<file path="src/rtl/ros2_shared_resource_arbiter_if.sv">
`default_nettype none
// +--------------------------------------------------------------------------+
// | ros2_shared_resource_arbiter_if - app_data / UDP RX ownership handshakes  |
// | Revision: 1.0                                                             |
// +--------------------------------------------------------------------------+
interface ros2_shared_resource_arbiter_if;
    logic app_data_ip_req;
    logic app_data_ip_rel;
    logic app_data_cpu_req;
    logic app_data_cpu_rel;
    logic app_data_ip_grant;
    logic app_data_cpu_grant;
    logic udp_rxbuf_ip_rel;
    logic udp_rxbuf_cpu_rel;
    logic udp_rxbuf_ip_grant;
    logic udp_rxbuf_cpu_grant;
    logic udp_rxbuf_cpu_irq;
    logic timeout_clr;
    logic timeout_ip;
    logic timeout_cpu;

    modport master (
        output app_data_ip_req,
        output app_data_ip_rel,
        output app_data_cpu_req,
        output app_data_cpu_rel,
        output udp_rxbuf_ip_rel,
        output udp_rxbuf_cpu_rel,
        output timeout_clr,
        input  app_data_ip_grant,
        input  app_data_cpu_grant,
        input  udp_rxbuf_ip_grant,
        input  udp_rxbuf_cpu_grant,
        input  udp_rxbuf_cpu_irq,
        input  timeout_ip,
        input  timeout_cpu
    );

    modport slave (
        input  app_data_ip_req,
        input  app_data_ip_rel,
        input  app_data_cpu_req,
        input  app_data_cpu_rel,
        input  udp_rxbuf_ip_rel,
        input  udp_rxbuf_cpu_rel,
        input  timeout_clr,
        output app_data_ip_grant,
        output app_data_cpu_grant,
        output udp_rxbuf_ip_grant,
        output udp_rxbuf_cpu_grant,
        output udp_rxbuf_cpu_irq,
        output timeout_ip,
        output timeout_cpu
    );
endinterface
`default_nettype wire

</file>
<file path="src/rtl/ros2_shared_resource_arbiter.sv">
`default_nettype none
// +--------------------------------------------------------------------------+
// | ros2_shared_resource_arbiter - app_data round-robin + UDP RX handoff      |
// | Revision: 1.0                                                             |
// +--------------------------------------------------------------------------+
module ros2_shared_resource_arbiter #(
    parameter int TIMEOUT_WIDTH = 20,
    parameter int HOLD_TIMEOUT  = 100000,
    parameter int GAP_CYCLES    = 1
) (
    input  wire logic                    clk_int,
    input  wire logic                    rst_int,
    ros2_shared_resource_arbiter_if.slave bus
);

    typedef enum logic [1:0] {
        APP_IDLE      = 2'd0,
        APP_GRANT_IP  = 2'd1,
        APP_GRANT_CPU = 2'd2,
        APP_GAP       = 2'd3
    } app_state_e;

    typedef enum logic {
        RX_OWN_IP  = 1'b0,
        RX_OWN_CPU = 1'b1
    } rx_state_e;

    localparam int GAP_W = (GAP_CYCLES > 1) ? $clog2(GAP_CYCLES) : 1;
    localparam logic [GAP_W-1:0] c_GAP_LAST =
        GAP_W'((GAP_CYCLES > 0) ? GAP_CYCLES - 1 : 0);
    localparam logic [TIMEOUT_WIDTH-1:0] c_HOLD_LAST = TIMEOUT_WIDTH'(HOLD_TIMEOUT - 1);
    localparam app_state_e c_LEAVE_STATE = (GAP_CYCLES > 0) ? APP_GAP : APP_IDLE;

    app_state_e               app_state_q;
    logic                     pend_ip_q;
    logic                     pend_cpu_q;
    logic                     last_cpu_q;
    logic [TIMEOUT_WIDTH-1:0] hold_cnt_q;
    logic [GAP_W-1:0]         gap_cnt_q;
    logic                     app_ip_grant_q;
    logic                     app_cpu_grant_q;
    logic                     timeout_ip_q;
    logic                     timeout_cpu_q;

    rx_state_e                rx_state_q;
    logic                     rx_ip_grant_q;
    logic                     rx_cpu_grant_q;
    logic                     rx_irq_q;

    logic w_eff_ip;
    logic w_eff_cpu;
    logic w_expire;
    logic w_to_ip;
    logic w_to_cpu;

    assign w_eff_ip  = pend_ip_q  | bus.app_data_ip_req;
    assign w_eff_cpu = pend_cpu_q | bus.app_data_cpu_req;

    // A release on the expiry edge wins, so the watchdog flag only fires without one.
    assign w_expire = (HOLD_TIMEOUT != 0) && (hold_cnt_q == c_HOLD_LAST);
    assign w_to_ip  = (app_state_q == APP_GRANT_IP)  && w_expire && !bus.app_data_ip_rel;
    assign w_to_cpu = (app_state_q == APP_GRANT_CPU) && w_expire && !bus.app_data_cpu_rel;

    always_ff @(posedge clk_int or posedge rst_int) begin
        if (rst_int) begin
            app_state_q     <= APP_IDLE;
            pend_ip_q       <= 1'b0;
            pend_cpu_q      <= 1'b0;
            last_cpu_q      <= 1'b1;
            hold_cnt_q      <= '0;
            gap_cnt_q       <= '0;
            app_ip_grant_q  <= 1'b0;
            app_cpu_grant_q <= 1'b0;
            timeout_ip_q    <= 1'b0;
            timeout_cpu_q   <= 1'b0;
        end else begin
            timeout_ip_q  <= (timeout_ip_q  & ~bus.timeout_clr) | w_to_ip;
            timeout_cpu_q <= (timeout_cpu_q & ~bus.timeout_clr) | w_to_cpu;

            case (app_state_q)
                APP_IDLE: begin
                    // On a tie the requester that did not own the buffer last wins.
                    if (w_eff_ip && (!w_eff_cpu || last_cpu_q)) begin
                        app_state_q    <= APP_GRANT_IP;
                        app_ip_grant_q <= 1'b1;
                        pend_ip_q      <= 1'b0;
                        pend_cpu_q     <= w_eff_cpu;
                        hold_cnt_q     <= '0;
                    end else if (w_eff_cpu) begin
                        app_state_q     <= APP_GRANT_CPU;
                        app_cpu_grant_q <= 1'b1;
                        pend_cpu_q      <= 1'b0;
                        pend_ip_q       <= w_eff_ip;
                        hold_cnt_q      <= '0;
                    end
                end

                APP_GRANT_IP: begin
                    pend_cpu_q <= pend_cpu_q | bus.app_data_cpu_req;
                    if (bus.app_data_ip_rel || w_expire) begin
                        app_state_q    <= c_LEAVE_STATE;
                        app_ip_grant_q <= 1'b0;
                        last_cpu_q     <= 1'b0;
                        gap_cnt_q      <= '0;
                    end else begin
                        hold_cnt_q <= hold_cnt_q + 1'b1;
                    end
                end

                APP_GRANT_CPU: begin
                    pend_ip_q <= pend_ip_q | bus.app_data_ip_req;
                    if (bus.app_data_cpu_rel || w_expire) begin
                        app_state_q     <= c_LEAVE_STATE;
                        app_cpu_grant_q <= 1'b0;
                        last_cpu_q      <= 1'b1;
                        gap_cnt_q       <= '0;
                    end else begin
                        hold_cnt_q <= hold_cnt_q + 1'b1;
                    end
                end

                APP_GAP: begin
                    pend_ip_q  <= pend_ip_q  | bus.app_data_ip_req;
                    pend_cpu_q <= pend_cpu_q | bus.app_data_cpu_req;
                    if (gap_cnt_q == c_GAP_LAST) begin
                        app_state_q <= APP_IDLE;
                    end else begin
                        gap_cnt_q <= gap_cnt_q + 1'b1;
                    end
                end

                default: begin
                    app_state_q     <= APP_IDLE;
                    app_ip_grant_q  <= 1'b0;
                    app_cpu_grant_q <= 1'b0;
                end
            endcase
        end
    end

    always_ff @(posedge clk_int or posedge rst_int) begin
        if (rst_int) begin
            rx_state_q     <= RX_OWN_IP;
            rx_ip_grant_q  <= 1'b1;
            rx_cpu_grant_q <= 1'b0;
            rx_irq_q       <= 1'b0;
        end else begin
            rx_irq_q <= 1'b0;
            case (rx_state_q)
                RX_OWN_IP: begin
                    if (bus.udp_rxbuf_ip_rel) begin
                        rx_state_q     <= RX_OWN_CPU;
                        rx_ip_grant_q  <= 1'b0;
                        rx_cpu_grant_q <= 1'b1;
                        rx_irq_q       <= 1'b1;
                    end
                end
                RX_OWN_CPU: begin
                    if (bus.udp_rxbuf_cpu_rel) begin
                        rx_state_q     <= RX_OWN_IP;
                        rx_ip_grant_q  <= 1'b1;
                        rx_cpu_grant_q <= 1'b0;
                    end
                end
                default: begin
                    rx_state_q     <= RX_OWN_IP;
                    rx_ip_grant_q  <= 1'b1;
                    rx_cpu_grant_q <= 1'b0;
                end
            endcase
        end
    end

    assign bus.app_data_ip_grant   = app_ip_grant_q;
    assign bus.app_data_cpu_grant  = app_cpu_grant_q;
    assign bus.udp_rxbuf_ip_grant  = rx_ip_grant_q;
    assign bus.udp_rxbuf_cpu_grant = rx_cpu_grant_q;
    assign bus.udp_rxbuf_cpu_irq   = rx_irq_q;
    assign bus.timeout_ip          = timeout_ip_q;
    assign bus.timeout_cpu         = timeout_cpu_q;

endmodule
`default_nettype wire

</file>
<file path="src/flat_wrapper.sv">
// flat-port wrapper written by rule: the top's interface ports become plain ports
module ros2_shared_resource_arbiter_flat 
#(
    parameter int TIMEOUT_WIDTH = 20,
    parameter int HOLD_TIMEOUT  = 100000,
    parameter int GAP_CYCLES    = 1
)
  (clk_int, rst_int, bus_app_data_ip_req, bus_app_data_ip_rel, bus_app_data_cpu_req, bus_app_data_cpu_rel, bus_udp_rxbuf_ip_rel, bus_udp_rxbuf_cpu_rel, bus_timeout_clr, bus_app_data_ip_grant, bus_app_data_cpu_grant, bus_udp_rxbuf_ip_grant, bus_udp_rxbuf_cpu_grant, bus_udp_rxbuf_cpu_irq, bus_timeout_ip, bus_timeout_cpu);
  ros2_shared_resource_arbiter_if bus_i ();
  input  wire logic clk_int;
  input  wire logic rst_int;
  input wire logic [$bits(bus_i.app_data_ip_req)-1:0] bus_app_data_ip_req;
  input wire logic [$bits(bus_i.app_data_ip_rel)-1:0] bus_app_data_ip_rel;
  input wire logic [$bits(bus_i.app_data_cpu_req)-1:0] bus_app_data_cpu_req;
  input wire logic [$bits(bus_i.app_data_cpu_rel)-1:0] bus_app_data_cpu_rel;
  input wire logic [$bits(bus_i.udp_rxbuf_ip_rel)-1:0] bus_udp_rxbuf_ip_rel;
  input wire logic [$bits(bus_i.udp_rxbuf_cpu_rel)-1:0] bus_udp_rxbuf_cpu_rel;
  input wire logic [$bits(bus_i.timeout_clr)-1:0] bus_timeout_clr;
  output wire logic [$bits(bus_i.app_data_ip_grant)-1:0] bus_app_data_ip_grant;
  output wire logic [$bits(bus_i.app_data_cpu_grant)-1:0] bus_app_data_cpu_grant;
  output wire logic [$bits(bus_i.udp_rxbuf_ip_grant)-1:0] bus_udp_rxbuf_ip_grant;
  output wire logic [$bits(bus_i.udp_rxbuf_cpu_grant)-1:0] bus_udp_rxbuf_cpu_grant;
  output wire logic [$bits(bus_i.udp_rxbuf_cpu_irq)-1:0] bus_udp_rxbuf_cpu_irq;
  output wire logic [$bits(bus_i.timeout_ip)-1:0] bus_timeout_ip;
  output wire logic [$bits(bus_i.timeout_cpu)-1:0] bus_timeout_cpu;
  assign bus_i.app_data_ip_req = bus_app_data_ip_req;
  assign bus_i.app_data_ip_rel = bus_app_data_ip_rel;
  assign bus_i.app_data_cpu_req = bus_app_data_cpu_req;
  assign bus_i.app_data_cpu_rel = bus_app_data_cpu_rel;
  assign bus_i.udp_rxbuf_ip_rel = bus_udp_rxbuf_ip_rel;
  assign bus_i.udp_rxbuf_cpu_rel = bus_udp_rxbuf_cpu_rel;
  assign bus_i.timeout_clr = bus_timeout_clr;
  assign bus_app_data_ip_grant = bus_i.app_data_ip_grant;
  assign bus_app_data_cpu_grant = bus_i.app_data_cpu_grant;
  assign bus_udp_rxbuf_ip_grant = bus_i.udp_rxbuf_ip_grant;
  assign bus_udp_rxbuf_cpu_grant = bus_i.udp_rxbuf_cpu_grant;
  assign bus_udp_rxbuf_cpu_irq = bus_i.udp_rxbuf_cpu_irq;
  assign bus_timeout_ip = bus_i.timeout_ip;
  assign bus_timeout_cpu = bus_i.timeout_cpu;
  ros2_shared_resource_arbiter #(.TIMEOUT_WIDTH(TIMEOUT_WIDTH), .HOLD_TIMEOUT(HOLD_TIMEOUT), .GAP_CYCLES(GAP_CYCLES)) u_core (.clk_int(clk_int), .rst_int(rst_int), .bus(bus_i));
endmodule
</file>
<file path="config.mk">
export PLATFORM = sky130hd
export DESIGN_NAME = ros2_shared_resource_arbiter_flat
export DESIGN_NICKNAME = d
export VERILOG_FILES = /design/src/rtl/ros2_shared_resource_arbiter_if.sv /design/src/rtl/ros2_shared_resource_arbiter.sv /design/src/flat_wrapper.sv
export SDC_FILE = /design/constraint.sdc
export NUM_CORES = 1
export LEC_CHECK = 0
export ABC_AREA = 1
export CORE_AREA = 3 3 67 69
export CTS_CLUSTER_SIZE = 20
export DETAILED_ROUTE_END_ITERATION = 8
export DIE_AREA = 0 0 70 72
export PLACE_DENSITY = 0.69
export SETUP_SLACK_MARGIN = 0.02
export SYNTH_ARGS = -nofsm -noshare
export SYNTH_HDL_FRONTEND = slang
export SYNTH_SLANG_ARGS = --single-unit
</file>
<file path="constraint.sdc">
create_clock -name clk_int -period 4.2 [get_ports clk_int]
set_input_delay 0.84 -clock clk_int [delete_from_list [all_inputs] [get_ports clk_int]]
set_output_delay 0.84 -clock clk_int [all_outputs]
set_load 0.005 [all_outputs]
</file>
==> results.md, run 1 <==
- Of all nets on the critical path, the largest fanout is 20.
- The deepest clock path buffer count is 2.
- The clock network fraction of design power is 19.7%.
- The number of antenna violations at the first check in global routing is 0.
- The worst path arrival time is between 2 and 2.5 ns.
- The floorplan die height is 72 um.
- The area growth from synthesis to layout is 11.2%.
- By instance count, the cell type seen most on the critical path is nand2_1.
- The detailed router finished its first iteration with about 150 violations.
- The maximum number of pins on one net before global-route repair is 34.
- For this design the static power due to leakage is 1.15 nW.
- The placed wire-length estimate is 2.97 mm.
- Timing analysis after detailed placement gives a worst setup slack of 1.65 ns.
- The final critical path takes up between 50% and 60% of the cycle.
- Static timing analysis puts the maximum clock frequency at 443 MHz.
- In this run, CTS created clock tree buffers numbering 5.
- Among all flip-flop cells after synthesis, the most frequent one is dfrtp_1.
- In this run the standard cell core region covers between 0.003 and 0.004 sq mm.
- The number of max-slew violations in the final report was 0.
- The number of flops mapped to enable cells by yosys is 0.
- Setup slack on the critical path of the routed design comes to 1.94 ns.
- The startpoint identified for the worst hold timing path is u_core.bus.app_data_ip_grant$_DFFE_PP0P_.
- The path class of the tightest hold or removal check is reg2reg.
- Adding up every negative setup slack in the final design gives 0 ns.
- The fraction of the yosys area taken by sequential cells is 39.6%.
- The signal on the critical path passes through clkdlybuf4s50_1 > nor3_1 > nand2_1 > nand2_1 > clkinv_1 > nand3_4 > nand2_1 > nand2_1.
- The worst setup path is captured at a register.
- The final hold violation count is 0.
- Counting instances, the worst hold path has a depth of 1.
- The clock latency at the later pin of the worst-skew pair is just under 0.3 ns.
- The slowest library cell on the worst path is clkdlybuf4s50_1.
- The number of inserted filler cells in the final layout is 387.
- The number of antenna diodes in the final layout is 0.
- In this run, distinct cell masters in the synthesized netlist total 30.
- For this run, asynchronously set or reset flops after synthesis account for 100%.
- The number of gates resized after CTS is 0.
- The post-placement cell count is 355.
- Across all layers, the routed design uses 1826 vias.
- The synthesis-stage register bit count is 33.
- For flop-to-flop paths, the worst setup slack is 2.15 ns.
- The proportion of layout cells with a drive suffix above 1 is around 7.7%.
- The area of the die is 0.00504 sq mm.
- The clock-pin slew of the registers on the worst-case setup and hold paths is around 0.070 ns.
- Yosys printed 0 warnings.
- The master cell of the clock root buffer is clkbuf_8.
- For this design, the sink count on the clock tree is 33.
- The via count of the first global-routing pass came to 1640.
- The required time of the critical path is 4.42 ns.
- The path with the worst hold slack has its endpoint at u_core.bus.app_data_ip_grant$_DFFE_PP0P_.
- The cell row count is 23.
- For the pin with the worst max-slew slack, the measured transition is 0.546 ns.
- The number of detailed-route iterations in the first pass is 6.
- The minimum period implied by the final worst setup slack is around 2.3 ns.
- Setup repair after global routing left no endpoint under its margin.
- The post-route non-filler standard cell count is 363.
- Across the VDD grid, the largest voltage drop is between 0.2 and 0.3 mV.
- The total net switching power is 0.000503 W.
- In this design, the stage delay of the slowest critical-path cell is approximately 0.45 ns.
- The setup path with the least slack is of type in2reg.
- The number of buffers inserted to repair setup after CTS is 0.
- The initial utilization of the core area, before any placement, comes to between 50% and 60%.
- From left edge to right edge, the die measures 70 um.
- The post-synthesis cell count is 297.
- The number of nets with antenna violations after routing is 0.
- In this run the critical register-to-register path is captured at u_core.hold_cnt_q[12]$_DFFE_PP0P_.
- The launching element type of the critical path is a primary input.
- Counting every net in the synthesized netlist gives 312.
- The relative contribution of combinational cells to total power is 44.5%.
- The final-stage net count is 327.
- The worst slew slack as a fraction of its limit is around 64%.
- The launch point of the worst path is bus_app_data_cpu_req.
- The per-cell routed wire length is 11.4 um.
- The first global-routing pass estimated 7.53 mm of wire.
- The H-tree depth is 2.
- The overall fraction of global-route tracks in use is 18.7%.
- For the final database, setup skew stands at 0.00603 ns.
- The switching power as a share of total power is 42.9%.
- In this run, post-CTS hold repair placed 0 buffers.
- The congestion estimate from routability-driven global placement came to 0.816.
- After detailed routing, the total wire length is between 4 and 5 mm.
- After detailed routing, the number of remaining DRC violations is 0.
- Max-cap violations in this run came to 0.
- In this run, flip-flops and latches consume 35.8% of the power.
- The ratio of total power to cell area is around 500 mW/mm^2.
- The mapped cell area is 0.00209 sq mm.
- Dividing the detail-routed via count by the number of cells gives between 5 and 6.
- The final number of setup-violating endpoints is 0.
- The design internal power is 0.000671 W.
- The reg-to-reg critical path startpoint is u_core.hold_cnt_q[0]$_DFFE_PP0P_.
- 16 I/O pins were placed.
- TritonCTS built the clock tree.
- Cells fill 58.6% of the core in the end.
- The flow ran to the end, and the final reports show no timing, DRC or antenna violations.
- The worst-case reg-to-reg path depth is 10.
- The design draws 0.00117 W.
- Each instance of the synthesized netlist takes up on average slightly above 7 sq um.
- The count of port buffers added during placement is 15.
- The total overflow left after global routing is 0.
==> registers in the layout, indices dropped and copies added, names as in the netlist <==
| signal | cells |
|---|---|
| u_core.bus.udp_rxbuf_cpu_irq | 1 |
| u_core.bus.app_data_ip_grant | 1 |
| u_core.bus.udp_rxbuf_cpu_grant | 1 |
| u_core.pend_ip_q | 1 |
| u_core.pend_cpu_q | 1 |
| u_core.bus.app_data_cpu_grant | 1 |
| u_core.bus.udp_rxbuf_ip_grant | 1 |
| u_core.bus.timeout_ip | 1 |
| u_core.app_state_q | 2 |
| u_core.last_cpu_q | 1 |
| u_core.bus.timeout_cpu | 1 |
| u_core.hold_cnt_q | 20 |
| u_core.rx_state_q | 1 |
==> critical path: cells and delay by family <==
family,cells,cell delay (ns)
buffers and inverters,2,0.71
and+or+nand+nor,6,0.93
==> synth_stat cells, types with 3 or more instances <==
library cell / n / area, sq um
dfrtp_1: 31 / 776
inv_1: 31 / 116
ha_1: 6 / 75.1
o21ai_0: 9 / 45.0
nor3_1: 6 / 30.0
nor2_1: 44 / 165
buf_6: 5 / 56.3
nand2_1: 98 / 368
nand4_1: 11 / 68.8
nand2_2: 4 / 25.0
a21oi_1: 10 / 50.1
nand3_1: 11 / 55.1
clkinv_1: 3 / 11.3
nor2_2: 5 / 31.3
o21a_1: 3 / 22.5
==> area by class of cell <==
type	count	area (sq um)	share of cell area, %
repair buffers	16	158	6.78
inverters	35	131	5.65
well taps	50	62.6	2.69
clock buffers	6	72.6	3.12
clock inverters	2	10.0	0.430
flip-flops and latches	33	828	35.6
multi-input cells	221	1060	45.7
==> worst max-delay path by stage <==
stage                                        endpoint  slack, ns  depth (start not counted)
detailed placement  u_core.hold_cnt_q[11]$_DFFE_PP0P_       1.65                          8
finish              u_core.hold_cnt_q[11]$_DFFE_PP0P_       1.94                          8
global placement    u_core.hold_cnt_q[17]$_DFFE_PP0P_       1.66                          8
CTS                 u_core.hold_cnt_q[11]$_DFFE_PP0P_       1.95                          8
floorplan           u_core.hold_cnt_q[13]$_DFFE_PP0P_       2.27                          9
global route         u_core.hold_cnt_q[7]$_DFFE_PP0P_       1.75                          9
==> metrics by stage <==
step / hold WS (ns) / instance area [sq um]
final: 0.488 / 2330
after detailed placement: 0.479 / 2240
after floorplan: 0.463 / 2090
after global placement: 0.474 / 2240
after global routing: 0.526 / 2330
after CTS: 0.495 / 2330
==> power by group through the flow <==
stage | Combinational, W | Clock (W) | Sequential (W)
4_1_cts | 0.000531 | 0.000242 | 0.000420
6_report | 0.000523 | 0.000231 | 0.000420
5_1_grt | 0.000600 | 0.000256 | 0.000429
3_5_place_dp | 0.000530 | 0 | 0.000426
3_3_place_gp | 0.000526 | 0 | 0.000425
2_1_floorplan | 0.000431 | 0 | 0.000419
==> cells by family (layout without fill, tap and decap cells) <==
kind of cell	after synthesis	after routing	share of synthesized area (%)
xor gates and xnor gates	3	3	1.26
and+or+nand+nor	185	185	38.3
buffers and inverters	43	59	9.57
AOI/OAI and AO/OA	26	26	7.18
muxes	1	1	0.478
DFF	33	33	39.6
adders and majority gates	6	6	3.59
==> layout by cell type, fill, tap and decap left out, types with 2 or more instances in the layout <==
master,instances
a21oi_1,10
clkbuf_8,5
clkdlybuf4s50_1,15
clkinv_1,3
clkinv_2,2
dfrtp_1,31
dfstp_2,2
ha_1,6
inv_1,31
nand2_1,98
nand2_2,4
nand3_1,11
nand4_1,11
nor2_1,44
nor2_2,5
nor3_1,6
o21a_1,3
o21ai_0,9
o21bai_1,2
o32ai_1,2
xor2_1,2
==> layer usage <==
| metal | share of wire (%) | track usage [%] |
|---|---|---|
| met5 | 0 | 0 |
| met1 | 50 | 25.4 |
| met3 | 4.5 | 4.57 |
| met2 | 44 | 28.0 |
| met4 | 2.0 | 8.94 |
Power figures use the tool's default switching activity.
==> inputs of run 2 (changes only) <==
- clock period: 4.2 -> 2.19 ns (I/O delays scaled with it)
==> results.md, run 2 (same netlist as run 1, synthesis figures left out) <==
- The top cell types in the final layout, fill and taps aside, are 98 x nand2_1, 44 x nor2_1, 31 x inv_1, 31 x dfrtp_1, 15 x clkdlybuf4s50_1.
- The number of vias per cell is 4.97 (-1.2%).
- The count of port buffers added during placement came to 15 (unchanged).
- The flip-flop count of the largest register after layout is 20 (unchanged).
- The number of antenna diodes is 0 (unchanged).
- The number of DRC violations after detailed-routing iteration 0 was 86 (-43%).
- The master cell of the clock root buffer is clkbuf_8.
- The TritonCTS buffer count is 5 (unchanged).
- The run finished with clean final reports.
- The largest registers in the layout are u_core.hold_cnt_q: 20 flops, u_core.app_state_q: 2 flops.
- The placed wire-length estimate came to 3.24 mm (+8.8%).
- The H-tree depth came to 2 (unchanged).
- The area of the core is 0.00397 sq mm (unchanged).
- The proportion of layout cells with a drive suffix above 1 was 9.72% (+2.1 points).
- The worst path arrival time came to 2.11 ns (-0.37 ns).
- The worst clock skew is 0.00591 ns (-0.000115 ns).
- The placer's final routability congestion estimate is 0.879 (+7.7%).
- The ratio of total power to cell area came to 1000 mW/mm^2 (+98%).
- The clock tree from TritonCTS is done.
- The overall fraction of global-route tracks in use was 19.6% (+0.93 points).
- The cell row count is 23 (unchanged).
- The per-cell routed wire length is 11.9 um (+4.0%).
- The largest stage delay on the critical path is 0.41 ns (-0.04 ns).
- The number of gates resized after CTS came to 0 (unchanged).
- The area of the die was 0.00504 sq mm (unchanged).
- The worst setup path category is reg2reg.
- The number of antenna violations at the first check in global routing was 0 (unchanged).
- The count of boundary I/O pins is 16 (unchanged).
- The cell that appears most often on the critical path is nand2_1.
- The number of nets with antenna violations after routing is 0 (unchanged).
- The floorplan die height is 72 um (unchanged).
- The clock latency at the later pin of the worst-skew pair is 0.29 ns (about the same).
- The maximum number of pins on one net before global-route repair was 21 (-38%).
- The deepest clock path buffer count was 2 (unchanged).
- The clock-pin slew of the registers on the worst-case setup and hold paths came to 0.07 ns (about the same).
- The class of the worst hold path is reg2reg.
- The total grt overflow was 0 (unchanged).
- The number of max-slew violations in the final report is 0 (unchanged).
- The post-route non-filler standard cell count came to 369 (+1.7%).
- The worst hold margin is 0.483 ns (-0.00457 ns).
- The minimum period implied by the final worst setup slack is approximately 1.9 ns.
- The signal on the critical path passes through ha_1 > nand2_1 > nor2_1 > nand3_2 > nand2_2 > nand2_4 > nand2_1 > nor2_4 > nand2_1 > nand2_1.
- The buffering stage count on the worst path with inverters included was 0 (-2).
- The slowest library cell on the worst path is dfrtp_1.
- The effective utilization at floorplan came to 52.7% (unchanged).
- The CTS sink count is 33 (unchanged).
- The post-placement cell count is 361 (+1.7%).
- The register with the most flip-flops in the final layout is u_core.hold_cnt_q.
- The final cell utilization of the core was 60.6% (+2.0 points).
- The largest fanout on the critical path is 12 (-40%).
- The via count of the first global-routing pass is 1777 (+8.4%).
- The number of detailed-route iterations in the first pass is 4 (-2).
- The detailed-route wire length is 4.39 mm (+5.7%).
- The DRC violation count after routing is 0 (unchanged).
- Based on the critical path, the design can be clocked at up to ~530 MHz.
- The number of buffers inserted to repair setup after CTS is 0 (unchanged).
- The transition at the pin with the smallest max-transition slack is 0.603 ns (+0.0564 ns).
- The worst setup path is captured at a register.
- The library cell used most frequently in the layout, excluding fill and tap cells, is nand2_1.
- The required time of the critical path is 2.42 ns (-2.00 ns).
- The final hold violation count is 0 (unchanged).
- The wire length of the first global-routing pass came to 7.91 mm (+5.1%).
- The max-cap violation count is 0 (unchanged).
- The largest delay contributor family on the critical path is simple AND/OR/NAND/NOR gates.
- The final number of setup-violating endpoints is 0 (unchanged).
- The setup TNS is 0 ns (unchanged).
- Setup repair after global routing left no endpoint under its margin.
- The layout-stage area growth over the synthesis result is 15.1%.
- The maximum ir drop on the vdd rail is 0.561 mV (+94%).
- The worst slew slack as a fraction of its limit is 59.8% (-3.8 points).
- The launching element type of the critical path is a register.
- The number of vias after detailed routing came to 1834 (+0.44%).
- The hold buffer count at cts was 0 (unchanged).
- The final-stage net count was 333 (+1.8%).
- The width of the die was 70 um (unchanged).
- The leakage power total is 1.20 nW (+3.8%).
- The share of the cycle needed by the critical path after routing is approximately 86%.
[run 2: changes by cell type in the layout (fill, tap and decap cells not counted), sizes merged]
cell | before | now
clkbuf | 6 | 7
clkinv | 5 | 4
buf | 1 | 7
[run 2: layout make-up]
cell class | count | area [sq um]
multi-input cells | 221 | 1070
flip-flops and latches | 33 | 828
fillers | 386 | 1560
well taps | 50 | 62.6
clock buffers | 7 | 96.3
clock inverters | 1 | 5.00
repair buffers | 22 | 215
inverters | 35 | 131
[run 2: final timing paths]
path	to	start	depth (start not counted)	slack (ns)
max in group asynchronous	u_core.last_cpu_q$_DFFE_PP1P_	rst_int	3	1.10
min	u_core.bus.app_data_cpu_grant$_DFFE_PP0P_	u_core.bus.app_data_cpu_grant$_DFFE_PP0P_	2	0.48
max	u_core.hold_cnt_q[18]$_DFFE_PP0P_	u_core.hold_cnt_q[0]$_DFFE_PP0P_	10	0.31
min in group asynchronous	u_core.bus.udp_rxbuf_cpu_grant$_DFFE_PP0P_	rst_int	2	0.52
min reg2reg	u_core.bus.app_data_cpu_grant$_DFFE_PP0P_	u_core.bus.app_data_cpu_grant$_DFFE_PP0P_	2	0.48
max reg2reg	u_core.hold_cnt_q[18]$_DFFE_PP0P_	u_core.hold_cnt_q[0]$_DFFE_PP0P_	10	0.31
[run 2: report_power, final]
| part | internal (W) | total [W] | switching [W] |
|---|---|---|---|
| Combinational | 0.000392 | 0.00109 | 0.000698 |
| Sequential | 0.000729 | 0.000808 | 0.0000783 |
| Clock | 0.000284 | 0.000513 | 0.000229 |
| Total | 0.00141 | 0.00241 | 0.00101 |
[run 2: worst min-delay path, delay by kind of cell, from the launching register on]
| kind | cells | cell delay [ns] |
|---|---|---|
| AOI/OAI and AO/OA | 1 | 0.05 |
| and+or+nand+nor | 1 | 0.05 |
| DFF | 1 | 0.35 |
[run 2: per-stage QoR]
stage	total power [W]	worst slack (ns)	instance area, sq um
2_1_floorplan	0.00163	0.450	2090
3_3_place_gp	0.00187	0.185	2300
3_5_place_dp	0.00190	0.148	2300
4_1_cts	0.00242	0.172	2400
5_1_grt	0.00260	0.0945	2410
6_report	0.00241	0.312	2410
[run 2: layer usage]
metal / routed length, um / GRT usage [%] / vias to the layer above
li1: - / - / 970
met1: 2120 / 25.3 / 816
met2: 1980 / 31.3 / 38
met3: 182 / 4.85 / 10
met4: 106 / 8.94 / 0
met5: 0 / 0 / -
==> inputs of run 3 (changes only) <==
==> constraint.sdc (replaced) <==
create_clock -name clk_int -period 2.19 [get_ports clk_int]
set_input_delay 0.5475 -clock clk_int [delete_from_list [all_inputs] [get_ports clk_int]]
set_output_delay 0.5475 -clock clk_int [all_outputs]
set_load 0.005 [all_outputs]
==> results.md, run 3 (same netlist as run 1, synthesis figures left out) <==
- The flow ran to the end, and the final reports show no timing, DRC or antenna violations.
- More flip-flops sit in one register than any other, and that register is u_core.hold_cnt_q.
- The reg-to-reg setup timing slack is 0.26 ns (-0.05 ns).
- The number of cells on the worst hold path is 1 (-1).
- The number of buffers inserted to repair setup after CTS came to 0 (unchanged).
- The number of detailed-route iterations in the first pass came to 4 (unchanged).
- The share of the cycle needed by the critical path after routing came to 88.0% (+2.3 points).
- The TritonCTS buffer count is 5 (unchanged).
- The transition at the pin with the smallest max-transition slack is 0.437 ns (-0.166 ns).
- The largest registers in the layout are u_core.hold_cnt_q: 20 flops, u_core.app_state_q: 2 flops.
- The final cell utilization of the core is 60.3% (-0.28 points).
- The proportion of layout cells with a drive suffix above 1 is 9.43% (-0.28 points).
- The leakage power total is 1.18 nW (-0.99%).
- The total net switching power is 0.00102 W (+1.7%).
- The width of the die is 70 um (unchanged).
- The maximum ir drop on the vdd rail was 0.583 mV (+3.9%).
- The number of vias after detailed routing is 1872 (+2.1%).
- The floorplan die height is 72 um (unchanged).
- The largest fanout on the critical path is 12 (unchanged).
- STA classifies the critical path startpoint as a register.
- The via count of the first global-routing pass is 1780 (+0.17%).
- The tree is rooted in a clkbuf_8.
- The launch point of the worst path is u_core.hold_cnt_q[0]$_DFFE_PP0P_.
- The required time of the critical path was 2.36 ns (-0.06 ns).
- The design internal power was 0.00146 W (+4.1%).
- The count of port buffers added during placement came to 15 (unchanged).
- The achievable clock frequency is 519 MHz (-2.6%).
- The per-cell routed wire length is 12.1 um (+1.7%).
- The final-stage net count is 332 (-0.30%).
- The clock network fraction of design power came to 23.7% (+2.4 points).
- The library cell appearing most often on the critical path is nand2_1.
- The switching power as a share of total power came to 41.1% (-0.58 points).
- The setup TNS is 0 ns (unchanged).
- Setup repair after global routing left no endpoint under its margin.
- Leaving out fill and tap cells, the most frequent cells in the layout are 98 x nand2_1, 44 x nor2_1, 31 x inv_1, 31 x dfrtp_1, 15 x clkdlybuf4s50_1.
- The CTS sink count is 33 (unchanged).
- The DRC violation count after routing is 0 (unchanged).
- The slowest library cell on the worst path is dfrtp_1.
- In this run the critical register-to-register path is launched from u_core.hold_cnt_q[0]$_DFFE_PP0P_.
- The worst clock skew is 0.00687 ns (+0.000957 ns).
- The detailed-route wire length was 4.45 mm (+1.4%).
- The worst hold path belongs to the class reg2reg.
- The worst setup path category is reg2reg.
- The capture point of the worst reg-to-reg path is u_core.hold_cnt_q[16]$_DFFE_PP0P_.
- The ratio of total power to cell area is 1040 mW/mm^2 (+3.6%).
- The final number of setup-violating endpoints is 0 (unchanged).
- The area of the core was 0.00397 sq mm (unchanged).
- The leading cell type in the layout, fill and taps excluded is nand2_1.
- The maximum number of pins on one net before global-route repair is 34 (+62%).
- The clock-pin slew of the registers on the worst-case setup and hold paths was 0.08 ns (about the same).
- The max-cap violation count is 0 (unchanged).
- The worst path arrival time is 2.10 ns (about the same).
- The minimum period implied by the final worst setup slack came to 1.93 ns (+0.0495 ns).
- The worst slew slack as a fraction of its limit is 70.9% (+11 points).
- The overall fraction of global-route tracks in use is 19.9% (+0.27 points).
- The H-tree depth is 2 (unchanged).
- The number of DRC violations after detailed-routing iteration 0 is 85 (-1.2%).
- The startpoint identified for the worst hold timing path is u_core.bus.app_data_ip_grant$_DFFE_PP0P_.
- The wire length of the first global-routing pass is 8.11 mm (+2.5%).
- The largest stage delay on the critical path is 0.38 ns (-0.03 ns).
- TritonCTS built the clock tree.
- The number of vias per cell was 5.09 (+2.3%).
- The hold buffer count at cts came to 0 (unchanged).
- The worst-case reg-to-reg path depth is 11 (+1).
- The number of nets with antenna violations after routing came to 0 (unchanged).
- The layout-stage area growth over the synthesis result is 14.5%.
- The final hold violation count came to 0 (unchanged).
- The buffering stage count on the worst path with inverters included was 2 (+2).
- The number of antenna violations at the first check in global routing is 0 (unchanged).
- The effective utilization at floorplan is 52.7% (unchanged).
- The number of gates resized after CTS is 0 (unchanged).
- The placed wire-length estimate is 3.24 mm (+0.12%).
- The clock latency at the later pin of the worst-skew pair is 0.29 ns (about the same).
- The register share of total power is 32.5% (-1.0 points).
- The placer's final routability congestion estimate was 0.829 (-5.7%).
- The number of antenna diodes is 0 (unchanged).
- The total grt overflow is 0 (unchanged).
- The worst-case hold path end point is u_core.bus.app_data_ip_grant$_DFFE_PP0P_.
- The deepest clock path buffer count is 2 (unchanged).
- The area of the die is 0.00504 sq mm (unchanged).
- The count of boundary I/O pins is 16 (unchanged).
- The cell row count is 23 (unchanged).
- The type of destination of the critical path is a register.
- The critical path goes through ha_1 > nand2_1 > nor2_1 > nand3_2 > nand2_2 > nand2_2 > inv_1 > nor2_2 > buf_4 > nand2_1 > nand2_1.
- The largest delay contributor family on the critical path is simple AND/OR/NAND/NOR gates.
- The relative contribution of combinational cells to total power is 43.8% (-1.4 points).
- The number of max-slew violations in the final report is 0 (unchanged).
- The flip-flop count of the largest register after layout came to 20 (unchanged).
## run 3: cell types whose count changed in the layout (fill, tap and decap cells not counted), sizes merged
| cell | previous run | this run |
|---|---|---|
| buf | 7 | 6 |
| bufinv | 0 | 1 |
| clkbuf | 7 | 5 |
| clkinvlp | 0 | 1 |
## run 3: worst max-delay path by stage
| stage | to | slack, ns | depth (start not counted) |
|---|---|---|---|
| floorplan | u_core.hold_cnt_q[13]$_DFFE_PP0P_ | 0.45 | 12 |
| global placement | u_core.hold_cnt_q[15]$_DFFE_PP0P_ | 0.11 | 10 |
| detailed placement | u_core.hold_cnt_q[16]$_DFFE_PP0P_ | 0.05 | 10 |
| CTS | u_core.hold_cnt_q[16]$_DFFE_PP0P_ | 0.26 | 11 |
| global route | u_core.hold_cnt_q[13]$_DFFE_PP0P_ | 0.1 | 11 |
| finish | u_core.hold_cnt_q[16]$_DFFE_PP0P_ | 0.26 | 11 |
## run 3: metrics by stage
step / hold slack [ns] / area (sq um) / power (W) / cells / setup WS (ns)
2_1_floorplan: 0.463 / 2090 / 0.00163 / 297 / 0.450
3_3_place_gp: 0.475 / 2280 / 0.00190 / 360 / 0.111
3_5_place_dp: 0.480 / 2280 / 0.00192 / 360 / 0.0481
4_1_cts: 0.498 / 2400 / 0.00251 / 368 / 0.264
5_1_grt: 0.529 / 2400 / 0.00269 / 368 / 0.0957
6_report: 0.492 / 2400 / 0.00249 / 368 / 0.263
## run 3: cell type report
type	instances	area [sq um]
Clock buffer	5	68.8
Fill cell	380	1580
Timing Repair Buffer	21	195
Multi-Input combinational cell	221	1060
Tap cell	50	62.6
Clock inverter	3	46.3
Inverter	35	131
Sequential cell	33	828
## run 3: power groups by stage
stage | clock network [W] | registers [W] | logic, W
after floorplan | 0 | 0.000804 | 0.000827
after global placement | 0 | 0.000815 | 0.00108
after detailed placement | 0 | 0.000819 | 0.00110
after CTS | 0.000600 | 0.000807 | 0.00111
after global routing | 0.000625 | 0.000826 | 0.00124
final | 0.000589 | 0.000808 | 0.00109
## run 3: routing by layer
metal	GRT usage [%]	share of wire [%]	vias to the layer above
met4	5.74	0.94	0
met2	32.9	46	24
met1	26.6	50	876
met5	0	0	-
met3	3.88	3.0	4
li1	-	-	968
## run 3: worst reg2reg max path: cells and delay by family (launching register included)
family,cells,cell delay (ns)
and+or+nand+nor,8,0.97
adders and majority gates,1,0.18
buffers and inverters,2,0.28
DFF,1,0.38
==> RTL change 1: new RTL, flow settings as in run 2 <==
Re-encode `app_state_e` (4 states) as one-hot, 4 bits wide.
--- a/src/rtl/ros2_shared_resource_arbiter.sv
+++ b/src/rtl/ros2_shared_resource_arbiter.sv
@@ -14,9 +14,9 @@
 );
 
-    typedef enum logic [1:0] {
-        APP_IDLE      = 2'd0,
-        APP_GRANT_IP  = 2'd1,
-        APP_GRANT_CPU = 2'd2,
-        APP_GAP       = 2'd3
+    typedef enum logic [3:0] {
+        APP_IDLE      = 4'b0001,
+        APP_GRANT_IP  = 4'b0010,
+        APP_GRANT_CPU = 4'b0100,
+        APP_GAP       = 4'b1000
     } app_state_e;
 
Formal check against the unedited RTL: same outputs for any inputs over 10 cycles, from zero or initial values and one cycle with rst_int high; not proved beyond that.
==> RTL change 1 against run 2 <==
Synthesized cell count rose by 3.0%. Sequential power rose by 2%. Wire length rose by 7.4%. Sequential cell count rose by 2. Largest cell class unchanged. Final area rose by 0.73%. Cell count rose by 2.4%. Synthesized area rose by 1.7%. Worst hold slack got worse by 0.019 ns. Clock skew fell by 0.0019 ns. Combinational power fell by 7%. Power fell by 2.1%. Fmax fell by 3.0%. Largest power group unchanged. Worst setup slack got worse by 0.058 ns.
==> RTL change 1: results (changes against run 2) <==
* Maximum VDD drop at 492.8 µV (-12%)
* CP delay by family, top: simple AND/OR/NAND/NOR gates
* Synth top area cells: dfrtp_1 (38%), nand2_1 (18%), nor2_1 (8.6%), nand3_1 (7.8%), inv_1 (4.8%)
* PwrDens at 973.1 nW/µm² (-2.8%)
* CP max stage cell: dfstp_2
* Tot GR Track Use at 0.2057 (+0.009897)
* Cell count after placement at 370 (+2.5%)
* DRT iter0 DRCs at 103 (+20%)
* Pre-CTS setup slack at 0.2436 ns (+0.09533 ns)
* Num CTS Buffers at 5 (unchanged)
* Status: finished clean
* Layout cells sized above 1 at 0.07622 (-0.02096)
* Via/cell ratio at 5.172 (+4.1%)
* Clock power frac at 0.220 (+0.007)
* Clk slew on worst S/H paths at 0.07 ns (about the same)
* Syn Area/Cell at 6.951 µm² (-1.3%)
* Total sequential power at 0.000828 W (+2%)
* Nets@finish at 337 (+1.2%)
* # port buffers at 15 (unchanged)
* Post-DP HPWL at 3312 µm (+2.4%)
* Largest registers: u_core.hold_cnt_q: 20 flops, u_core.app_state_q: 4 flops
* Arr. time, crit path at 2.11 ns (about the same)
* Wire per inst at 12.47 µm (+4.8%)
* Worst slew margin at 0.7000 (+0.1022)
* Post-DP Area at 2325 µm² (+1.0%)
* First-pass GRT wire length at 8383 µm (+5.9%)
* Hold Path Class: flip-flop to flip-flop
* Worst-Skew Late Latency at approximately 0.28 ns
* DRT Pass-1 Iters at 4 (unchanged)
* Vias in the first global route at 1,789 (+0.68%)
* Net Sw Power at 0.0009881 W (-1.7%)
* Synth Net Count at 316 (+1.3%)
* Ant diodes at 0 (unchanged)
* Worst-path maximum fanout at 12 (unchanged)
* Largest net degree at the start of global routing at 36 (+71%)
* Synth top cells by count: nand2_1 (103), nor2_1 (49), nand3_1 (33)
* Sequential area share after synthesis at 0.4135 (+0.01760)
* Final std cells w/o fill at 378 (+2.4%)
* Worst path max stage delay at 0.54 ns (+0.13 ns)
* DRC viols at 0 (unchanged)
* Clock skew at 0.004006 ns (-0.001907 ns)
* Leak pwr at 1.140 nW (-4.6%)
* Placer Congestion at 0.8876 (+0.96%)
* Clk buf depth at 2 (unchanged)
* Buffer count from post-CTS setup fixing at 0 (unchanged)
## RTL change 1: cell count changes in the layout (fill, tap and decap cells not counted), moves of 3 or more
cell	delta
ha_1	-5
nand3_1	+22
nand4_1	-7
nand2_2	-4
inv_1	-4
clkinv_1	-3
nand2_1	+5
nor2_1	+5
a21oi_1	-7
## RTL change 1: metal layers
| metal | global-route usage | part of all wire |
|---|---|---|
| met4 | 0.06809 | 0.015 |
| met3 | 0.04294 | 0.043 |
| met2 | 0.3337 | 0.46 |
| met5 | 0 | 0 |
| met1 | 0.2770 | 0.48 |
## RTL change 1: kinds of logic after synthesis
kind of cell	count (synthesis)	synth area share
AOI/OAI and AO/OA	22	0.05941
DFF	35	0.4135
and+or+nand+nor	206	0.4176
xor gates and xnor gates	5	0.02059
adders and majority gates	1	0.005881
buffers and inverters	37	0.08294
## RTL change 1: worst paths after layout
check | endpoint | startpoint | cells past startpoint | slack [ns]
max | u_core.hold_cnt_q[9] | u_core.app_state_q[0] | 9 | 0.25
min | u_core.bus.udp_rxbuf_ip_grant | u_core.bus.udp_rxbuf_ip_grant | 2 | 0.46
max reg2reg | u_core.hold_cnt_q[9] | u_core.app_state_q[0] | 9 | 0.25
min reg2reg | u_core.bus.udp_rxbuf_ip_grant | u_core.bus.udp_rxbuf_ip_grant | 2 | 0.46
max in group asynchronous | u_core.bus.udp_rxbuf_ip_grant | rst_int | 3 | 1.30
min in group asynchronous | u_core.bus.app_data_cpu_grant | rst_int | 3 | 0.55
## RTL change 1: layout make-up
cell class	count	area [µm²]
inverters	29	108.9
clock buffers	8	100.1
well taps	50	62.56
multi-input cells	234	1071
fillers	374	1546
flip-flops and latches	35	879.6
repair buffers	22	202.7
==> RTL change 2: new RTL, settings of run 2 <==
Made on the original files. `HOLD_TIMEOUT` is set to 100000 in 2 places; all go to 50000.
--- a/src/rtl/ros2_shared_resource_arbiter.sv
+++ b/src/rtl/ros2_shared_resource_arbiter.sv
@@ -6,5 +6,5 @@
 module ros2_shared_resource_arbiter #(
     parameter int TIMEOUT_WIDTH = 20,
-    parameter int HOLD_TIMEOUT  = 100000,
+    parameter int HOLD_TIMEOUT  = 50000,
     parameter int GAP_CYCLES    = 1
 ) (
--- a/src/flat_wrapper.sv
+++ b/src/flat_wrapper.sv
@@ -3,5 +3,5 @@
 #(
     parameter int TIMEOUT_WIDTH = 20,
-    parameter int HOLD_TIMEOUT  = 100000,
+    parameter int HOLD_TIMEOUT  = 50000,
     parameter int GAP_CYCLES    = 1
 )
Behaviour: no difference found for any inputs over 10 cycles, from zero or initial values and one cycle with rst_int high; that may be too few to reach the edited logic, so the function may still have changed.
==> RTL change 2 against run 2 <==
Non-clock buffer count shrank 1. Synthesized area grew 0.18%. Power is 3.1% lower. Synthesized cell count rose by 4.4%. Sequential cell count did not move. Core utilization shrank 0.25 points. Worst setup slack got worse by 0.015 ns. Final area fell by 0.42%. Sequential share of layout area rose by 0.14 points. Cell count rose by 3.5%. Global-route usage grew 0.059 points. Wire length up 2.6%. Highest routed layer unchanged.
==> RTL change 2: results (changes against run 2) <==
* Seq Cell Count at 33 (unchanged)
* Layout cells sized above 1 at 0.06627 (-0.03091)
* CP max stage cell: dfrtp_1
* Cell count after placement at 374 (+3.6%)
* Number of non-clock buffers at 21 (-4.5%)
* Syn Area/Cell at 6.761 µm² (-4.0%)
* First-pass GRT wire length at 7997 µm (+1.0%)
* Post-DP HPWL at 3337 µm (+3.1%)
* Root buf cell: clkbuf_8
* Worst slew margin at 0.6549 (+0.05710)
* DR top layer: met4
* Signal inverters at 36 (+2.9%)
* Multi-input logic portion of the cell area at 0.4483 (+0.004465)
* Ant diodes at 0 (unchanged)
* GR Util met3 at 0.04848 (unchanged)
* Clk buf depth at 2 (unchanged)
* Synth top area cells: dfrtp_1 (37%), nand2_1 (19%), nor2_1 (9.7%), inv_1 (6.1%), ha_1 (3.6%)
* Multi-Input Combinational at 234 (+5.9%)
* WL met2 at 2125 µm (+7.4%)
* Synth Net Count at 325 (+4.2%)
* Nets@finish at 346 (+3.9%)
* Post-synthesis mux area share at 0 (-0.004785)
* Leak pwr at 1.195 nW (about the same)
* Seq/total area at 0.3455 (+0.001437)
* Wire per inst at 11.79 µm (-0.90%)
* Largest net degree at the start of global routing at 21 (unchanged)
* Status: finished clean
* # port buffers at 15 (unchanged)
* Worst-path maximum fanout at 20 (+8)
* Synth cell types at 26 (-13%)
* Filler cell count at 392 (+1.6%)
* Via/cell ratio at 5.047 (+1.5%)
* Worst-Skew Late Latency at 0.29 ns (about the same)
* Clk slew on worst S/H paths at 0.07 ns (about the same)
* Vias in the first global route at 1,828 (+2.9%)
* Worst path max stage delay at 0.44 ns (+0.03 ns)
* Complex-gate fraction of the synthesized area at 0.07284 (+0.001065)
* Critical path origin: u_core.hold_cnt_q[0]
* Final std cells w/o fill at 382 (+3.5%)
* DRT iter0 DRCs at 116 (+35%)
* Met3 wire len at 187 µm (+2.7%)
* Met2 Usage GRT at 0.3295 (+0.01679)
* Placer Congestion at 0.8590 (-2.3%)
* Maximum VDD drop at 544.7 µV (-3.0%)
* Buffering overhead at 0.08142 (-0.007977)
* Sequential area share after synthesis at 0.3952 (-0.0007091)
* WL met1 at 2122 µm (about the same)
* Num CTS Buffers at 5 (unchanged)
* Critical Path Sink: u_core.hold_cnt_q[12]
* ClkCell Share at 0.04228 (+0.0001758)
* Post-Synth Adder-Cell Area at 0.03582 (-0.00006427)
* Met1 Use GR at 0.2412 (-0.01148)
* # resized after CTS at 0 (unchanged)
* Tot GR Track Use at 0.1964 (+0.0005924)
* Synth top cells by count: nand2_1 (107), nor2_1 (54), inv_1 (34)
* Clock skew at 0.008182 ns (+0.002269 ns)
* Hold Path Class: primary input to async pin
* # clk buffers at 7 (unchanged)
* Synth Area in XOR/XNOR at 0.008358 (-0.004202)
-- RTL change 2: worst max-delay path, delay by kind of cell (launching register included) --
kind	cells	cell delay (ns)
adder cells (fa/ha/maj)	1	0.22
buffers and inverters	1	0.19
flip-flops	1	0.44
AND/OR/NAND/NOR	8	0.98
-- RTL change 2: where the power goes --
group / internal, W / switching (W)
Clock: 0.000284 / 0.000219
Combinational: 0.000352 / 0.000675
Sequential: 0.000727 / 0.0000798
-- RTL change 2: stage by stage --
step	setup slack, ns	utilization	total power (W)	hold WS [ns]	area [µm²]
floorplan	0.5741	-	0.001598	0.4421	2096
global placement	0.06685	0.5775	0.001841	0.4539	2293
detailed placement	0.01098	0.5775	0.001842	0.4546	2293
CTS	0.05544	0.6030	0.002353	0.4559	2395
global route	0.1118	0.6037	0.002553	0.4822	2397
finish	0.2976	0.6037	0.002335	0.4469	2397
